==> src/rtl/sld_dumper.sv <==
// Dumps the first DUMP_SIZE_BYTES of SLD memory to the UART TX byte stream, one word per read,
// little-endian (byte 0 first), so the host reads back exactly the byte order it loaded.
module sld_dumper #(
  parameter int DUMP_SIZE_BYTES = 1300,
  parameter int READ_LATENCY    = 1
) (
  input  logic        clk,
  input  logic        rstn,
  input  logic        start,
  output logic [31:0] mem_read_addr,
  output logic        mem_read_enable,
  input  logic [31:0] mem_read_data,
  output logic [7:0]  uart_tx_data,
  output logic        uart_tx_valid,
  input  logic        uart_tx_ready,
  output logic        busy,
  output logic        dump_done,
  output logic [2:0]  dbg_state
);

  localparam int          WAIT_W    = $clog2(READ_LATENCY + 1);
  localparam logic [31:0] LAST_ADDR = 32'(DUMP_SIZE_BYTES - 4);

  if (DUMP_SIZE_BYTES < 4 || (DUMP_SIZE_BYTES % 4) != 0) begin : g_bad_size
    $error("sld_dumper: DUMP_SIZE_BYTES must be a multiple of 4 and >= 4");
  end
  if (READ_LATENCY < 1) begin : g_bad_latency
    $error("sld_dumper: READ_LATENCY must be >= 1");
  end

  typedef enum logic [2:0] {
    S_IDLE      = 3'd0,
    S_READ_REQ  = 3'd1,
    S_READ_WAIT = 3'd2,
    S_SEND_B0   = 3'd3,
    S_SEND_B1   = 3'd4,
    S_SEND_B2   = 3'd5,
    S_SEND_B3   = 3'd6,
    S_DONE      = 3'd7
  } state_e;

  state_e              state_q, state_d;
  logic [31:0]         cnt_q, cnt_d;
  logic [31:0]         word_q, word_d;
  logic [WAIT_W-1:0]   wait_q, wait_d;

  // TX handshake: a byte transfers on a cycle where uart_tx_valid && uart_tx_ready; once valid
  // rises, valid and data hold until that transfer, and ready is ignored while valid is low.
  always_ff @(posedge clk) begin
    if (!rstn) begin
      state_q <= S_IDLE;
      cnt_q   <= '0;
      word_q  <= '0;
      wait_q  <= '0;
    end else begin
      state_q <= state_d;
      cnt_q   <= cnt_d;
      word_q  <= word_d;
      wait_q  <= wait_d;
    end
  end

  always_comb begin
    state_d = state_q;
    cnt_d   = cnt_q;
    word_d  = word_q;
    wait_d  = wait_q;
    unique case (state_q)
      S_IDLE, S_DONE: begin
        if (start) begin
          cnt_d   = '0;
          state_d = S_READ_REQ;
        end
      end
      S_READ_REQ: begin
        wait_d  = WAIT_W'(READ_LATENCY);
        state_d = S_READ_WAIT;
      end
      S_READ_WAIT: begin
        // Count 1 marks the cycle the read data is valid.
        if (wait_q == WAIT_W'(1)) begin
          word_d  = mem_read_data;
          state_d = S_SEND_B0;
        end else begin
          wait_d = wait_q - WAIT_W'(1);
        end
      end
      S_SEND_B0: if (uart_tx_ready) state_d = S_SEND_B1;
      S_SEND_B1: if (uart_tx_ready) state_d = S_SEND_B2;
      S_SEND_B2: if (uart_tx_ready) state_d = S_SEND_B3;
      S_SEND_B3: begin
        if (uart_tx_ready) begin
          cnt_d   = cnt_q + 32'd4;
          state_d = (cnt_q == LAST_ADDR) ? S_DONE : S_READ_REQ;
        end
      end
      default: state_d = S_IDLE;
    endcase
  end

  always_comb begin
    mem_read_addr   = '0;
    mem_read_enable = 1'b0;
    uart_tx_data    = '0;
    uart_tx_valid   = 1'b0;
    busy            = 1'b1;
    dump_done       = 1'b0;
    unique case (state_q)
      S_IDLE: busy = 1'b0;
      S_DONE: begin
        busy      = 1'b0;
        dump_done = 1'b1;
      end
      S_READ_REQ: begin
        mem_read_enable = 1'b1;
        mem_read_addr   = cnt_q;
      end
      S_SEND_B0: begin
        uart_tx_valid = 1'b1;
        uart_tx_data  = word_q[7:0];
      end
      S_SEND_B1: begin
        uart_tx_valid = 1'b1;
        uart_tx_data  = word_q[15:8];
      end
      S_SEND_B2: begin
        uart_tx_valid = 1'b1;
        uart_tx_data  = word_q[23:16];
      end
      S_SEND_B3: begin
        uart_tx_valid = 1'b1;
        uart_tx_data  = word_q[31:24];
      end
      default: ;
    endcase
  end

  assign dbg_state = state_q;

endmodule
==> config.mk <==
export PLATFORM = sky130hd
export DESIGN_NAME = sld_dumper
export DESIGN_NICKNAME = d
export VERILOG_FILES = /design/src/rtl/sld_dumper.sv
export SDC_FILE = /design/constraint.sdc
export NUM_CORES = 1
export LEC_CHECK = 0
export ABC_AREA = 1
export CAP_MARGIN = 25
export CELL_PAD_IN_SITES_DETAIL_PLACEMENT = 1
export CELL_PAD_IN_SITES_GLOBAL_PLACEMENT = 2
export CORE_ASPECT_RATIO = 2
export CORE_MARGIN = 10
export CORE_UTILIZATION = 28
export CTS_CLUSTER_DIAMETER = 40
export CTS_CLUSTER_SIZE = 8
export DETAILED_ROUTE_END_ITERATION = 8
export MAX_ROUTING_LAYER = met4
export PLACE_DENSITY = 0.84
export SETUP_SLACK_MARGIN = 0.2
export SLEW_MARGIN = 30
export SYNTH_ARGS = -nofsm -noshare
export SYNTH_HDL_FRONTEND = slang
export SYNTH_SLANG_ARGS = --single-unit
==> constraint.sdc <==
create_clock -name clk -period 2.9 [get_ports clk]
set_input_delay 0.87 -clock clk [delete_from_list [all_inputs] [get_ports clk]]
set_output_delay 0.87 -clock clk [all_outputs]
set_load 0.01 [all_outputs]
# Word level (Yosys, flattened, before mapping)
# Index checks and enable logic that the tools add are counted.
# totals
reg_bits	68
input_bits	36
out_inout_bits	47
# classes
addsub	2
n_eq_ne	14
mux	19
reduce_logical	8
# ops
op	count
$mux W32	3
$pmux W32 S2	1
$add A32 B3 Y32 const B	1
$eq A32 B11 Y1 const B	1
$pmux W8 S4	1
$mux W3	7
$pmux W3 S7	1
$eq A3 B3 Y1 const B	4
$ne A2 B2 Y1 const B	5
$eq A3 B2 Y1 const B	2
$reduce_and A6 Y1	1
$mux W1	5
$reduce_bool A2 Y1	2
$reduce_or A4 Y1	1
$eq A3 B1 Y1 const B	1
$logic_not A3 Y1	1
$reduce_and A3 Y1	1
$ne A2 B1 Y1 const B	1
$pmux W1 S2	1
$reduce_and A2 Y1	1
$reduce_or A2 Y1	1
$sub A1 B1 Y1 const B	1

# Longest topological paths before layout
# depth
depth_word	4
ltp_mapped	11

# Least setup slack after synthesis
# OpenSTA, ideal clock, no wires.
# synth_path
kind	register to output
from	reg state_q[1] (netlist: dbg_state[1])
to	out uart_tx_data[0]
arrival_ns	1.203
required_time_ns	2.030
path_slack_ns	0.827
path_stages_with_launch	7
cell_sequence	dfxtp_1 buf_4 nand3_4 inv_2 clkbuf_1 nand2_1 nand4_1
# synth_via
elab_chain_cells	2
# synth_lines
item	line_no	rtl
start: declaration	42	state_e state_q, state_d;
start signal: assignment	56	state_q <= state_d;
$eq A3 B3 Y1 or $eq A3 B2 Y1 (tied branches)	108	unique case (state_q)
$pmux W8 S4 *	108	
end: declaration	13	output logic [7:0] uart_tx_data,
# Mark *: on every way between the ends. The rest lies on a longest branch, timed or not.

# Final worst setup path
# layout_path
from	reg state_q[1] (netlist: dbg_state[1])
to	out uart_tx_valid
# layout_via
elab_chain_cells	3
# layout_lines
item	line_no	rtl
$eq A3 B3 Y1 or $eq A3 B2 Y1 (tied branches)	108	
$reduce_or A4 Y1 (no source line) *	n/a	
$mux W1 *	108	
end: declaration	14	output logic uart_tx_valid,
# Marks and branches as above.

==> run summary <==
fin worst setup slack: 0.2778 ns
area of the multi-input gates: 1961 um2
Worst-path clk slew: 0.05 ns
post-synth top area share: 36.28%
final setup vio count: 0
DR DRC count: 0
grt ovf: 0
FF+latch count, synth: 66
dpl ws: 0.2313 ns
CTS buffer count: 9
number of DRC markers in iteration 0: 110
relative slew slack: 63.28%
Routed WL: 13.12 mm
Arrival @ worst endpoint: 1.75 ns
Fin Hold WS: 0.4992 ns
final hold vios: 0
Placement Cell Area: 4546 um2
Core Region: 12700 um2
Synth Warn #: 0
met3 Resource Use GR: 2.637%
min cycle time layout: 2.622 ns
Setup crit end kind: output port
synthesized area per cell: 6.334 um2
crit path kind: flop to output port
Tot GR Track Use: 14.73%
CP required: 2.03 ns
Max Clock Freq: 0.3814 GHz
Antenna Violating Nets Remaining: 0
clock skew: 0.007403 ns
die height: 181.3 um
power share of the sequential group: 33.0%
maximum vdd drop: 0.3759 mV
ant diodes: 0
detailed placement HPWL: 10.32 mm
io pins: 83
count of cell types in the netlist: 33
Die ar.: 18250 um2
routability cong.: 0.8290
vias in the first global route: 4188
clk sink count: 66
period utilisation layout: 90.42%
reg-to-reg setup timing slack: 1.06 ns
Vias: 3842
cell internal pwr: 2.095 mW
Clock Tree Root: clkbuf_16
Gate Count Post-Synth: 575
dpl cells: 790
Starting Density: 28.68%
layout cell share with drive strength beyond 1: 10.18%
Design Power: 3.243 mW
synth-to-layout area growth: 36.45%
switching pwr: 1.148 mW
setup TNS: 0 ns
CTS tree: yes
Net Sw Frac: 35.39%
LEAKAGE: 2.555 nW
Worst Max-Slew Pin Slew: 0.5500 ns
initial antenna violation count: 0
Hold WC Path Type: flop to flop
H-tree Lvls: 3
fin cells: 808
Final Max Slew Viols: 0
number of nets in the layout: 691
GR Util met2: 28.09%
largest net degree at the start of global routing: 35
first-pass GRT wire length: 21.18 mm
chip width: 100.6 um
Worst Path Max Fanout: 7
top cells by area, synth: dfxtp_1, nor2_1, nand2_1
cts hold-fix bufs: 0
largest area contributor in the netlist: dfxtp_1
Clk network pwr share: 37.1%
total of max-cap violations: 0
Seq. cell area: 1330 um2
Port Buffer Count: 80
met1 Track Usage GR: 13.70%
RSZ-0062 raised after global routing: true
Row Count: 58
pwr dens: 652.5 nW/um2
CP Launch Type: flop
FILL cells: 1634
clk_lat worst skew: 0.33 ns
outcome: finished, final reports clean
clk buf depth: 2
Initial DRT Pass Iterations: 4
final core occ: 39.13%
synthesized cell area: 3642 um2
Comb pwr share: 29.9%
wire per inst: 16.24 um
share of the yosys chip area belonging to registers: 36.28%
via-per-instance ratio: 4.755
GRT busiest layer: met2
final std cell area, no fill: 4970 um2
final timing paths:
check | from | end | cells past startpoint
setup / recovery | dbg_state[1]$_SDFFE_PN0P_ | uart_tx_valid | 5
hold reg to reg | wait_q$_SDFFE_PN0P_ | wait_q$_SDFFE_PN0P_ | 2
hold / removal | wait_q$_SDFFE_PN0P_ | wait_q$_SDFFE_PN0P_ | 2
setup reg to reg | cnt_q[3]$_SDFFE_PN0P_ | cnt_q[24]$_SDFFE_PN0P_ | 9
layer usage:
layer	part of all wire, %	vias to the layer above
li1	-	1953
met1	35	1787
met2	58	79
met3	3.8	23
met4	2.8	0
met5	0	-
registers in the layout, indices dropped and copies added (netlist names):
| register | count |
|---|---|
| word_q | 32 |
| cnt_q | 30 |
| dbg_state | 3 |
| wait_q | 1 |
repair_timing:
item	4_1_cts	5_1_grt
pin swaps	0	1
setup buffers	0	2
endpoints found under the setup margin	41	30
resized for setup	20	29
synthesized netlist by cell type, drive strengths merged:
| cell | instances |
|---|---|
| a21oi | 13 |
| and3 | 1 |
| buf | 15 |
| clkbuf | 7 |
| clkinv | 1 |
| conb | 1 |
| dfxtp | 66 |
| ha | 2 |
| inv | 59 |
| nand2 | 136 |
| nand3 | 33 |
| nand4 | 17 |
| nor2 | 169 |
| nor3 | 11 |
| nor4 | 2 |
| o21ai | 41 |
| xor2 | 1 |
cells by family after synthesis:
| family | share of synthesized area [%] |
|---|---|
| and+or+nand+nor | 44.38 |
| DFF | 36.28 |
| xor gates and xnor gates | 0.2405 |
| other | 0.1030 |
| buffers and inverters | 10.27 |
| AOI/OAI and AO/OA | 8.038 |
| adders and majority gates | 0.6869 |
area by class of cell:
cell class	instances	share of cell area [%]
Sequential cell	66	26.76
Timing Repair Buffer	88	18.66
Tap cell	150	3.776
Clock buffer	10	4.809
Multi-Input combinational cell	428	39.45
Clock inverter	6	1.788
Inverter	60	4.758
worst max-delay path, cell delays in order (launching register included):
cell             delay (ns)
dfxtp_2                0.38
buf_4                  0.18
nor2_2                 0.06
nor2_1                 0.18
nand2_1                0.12
clkdlybuf4s50_1        0.50
power by group through the flow:
stage	registers, mW	clock network [mW]	logic [mW]
final	1.07	1.20	0.969
after global routing	1.08	1.26	1.09
after CTS	1.07	1.23	0.992
after detailed placement	1.08	0	0.984
after global placement	1.08	0	0.958
after floorplan	1.05	0	0.693
layout by cell type (no fill, tap or decap), types with 11 or more instances in the layout:
master           count
nand2_1            132
clkdlybuf4s50_1     42
o21ai_0             34
dlygate4sd2_1       11
nand4_1             16
dfxtp_1             63
inv_1               52
nand3_1             28
nor2_1             155
a21oi_1             12
dlymetal6s2s_1      27
Power figures use the tool's default switching activity.
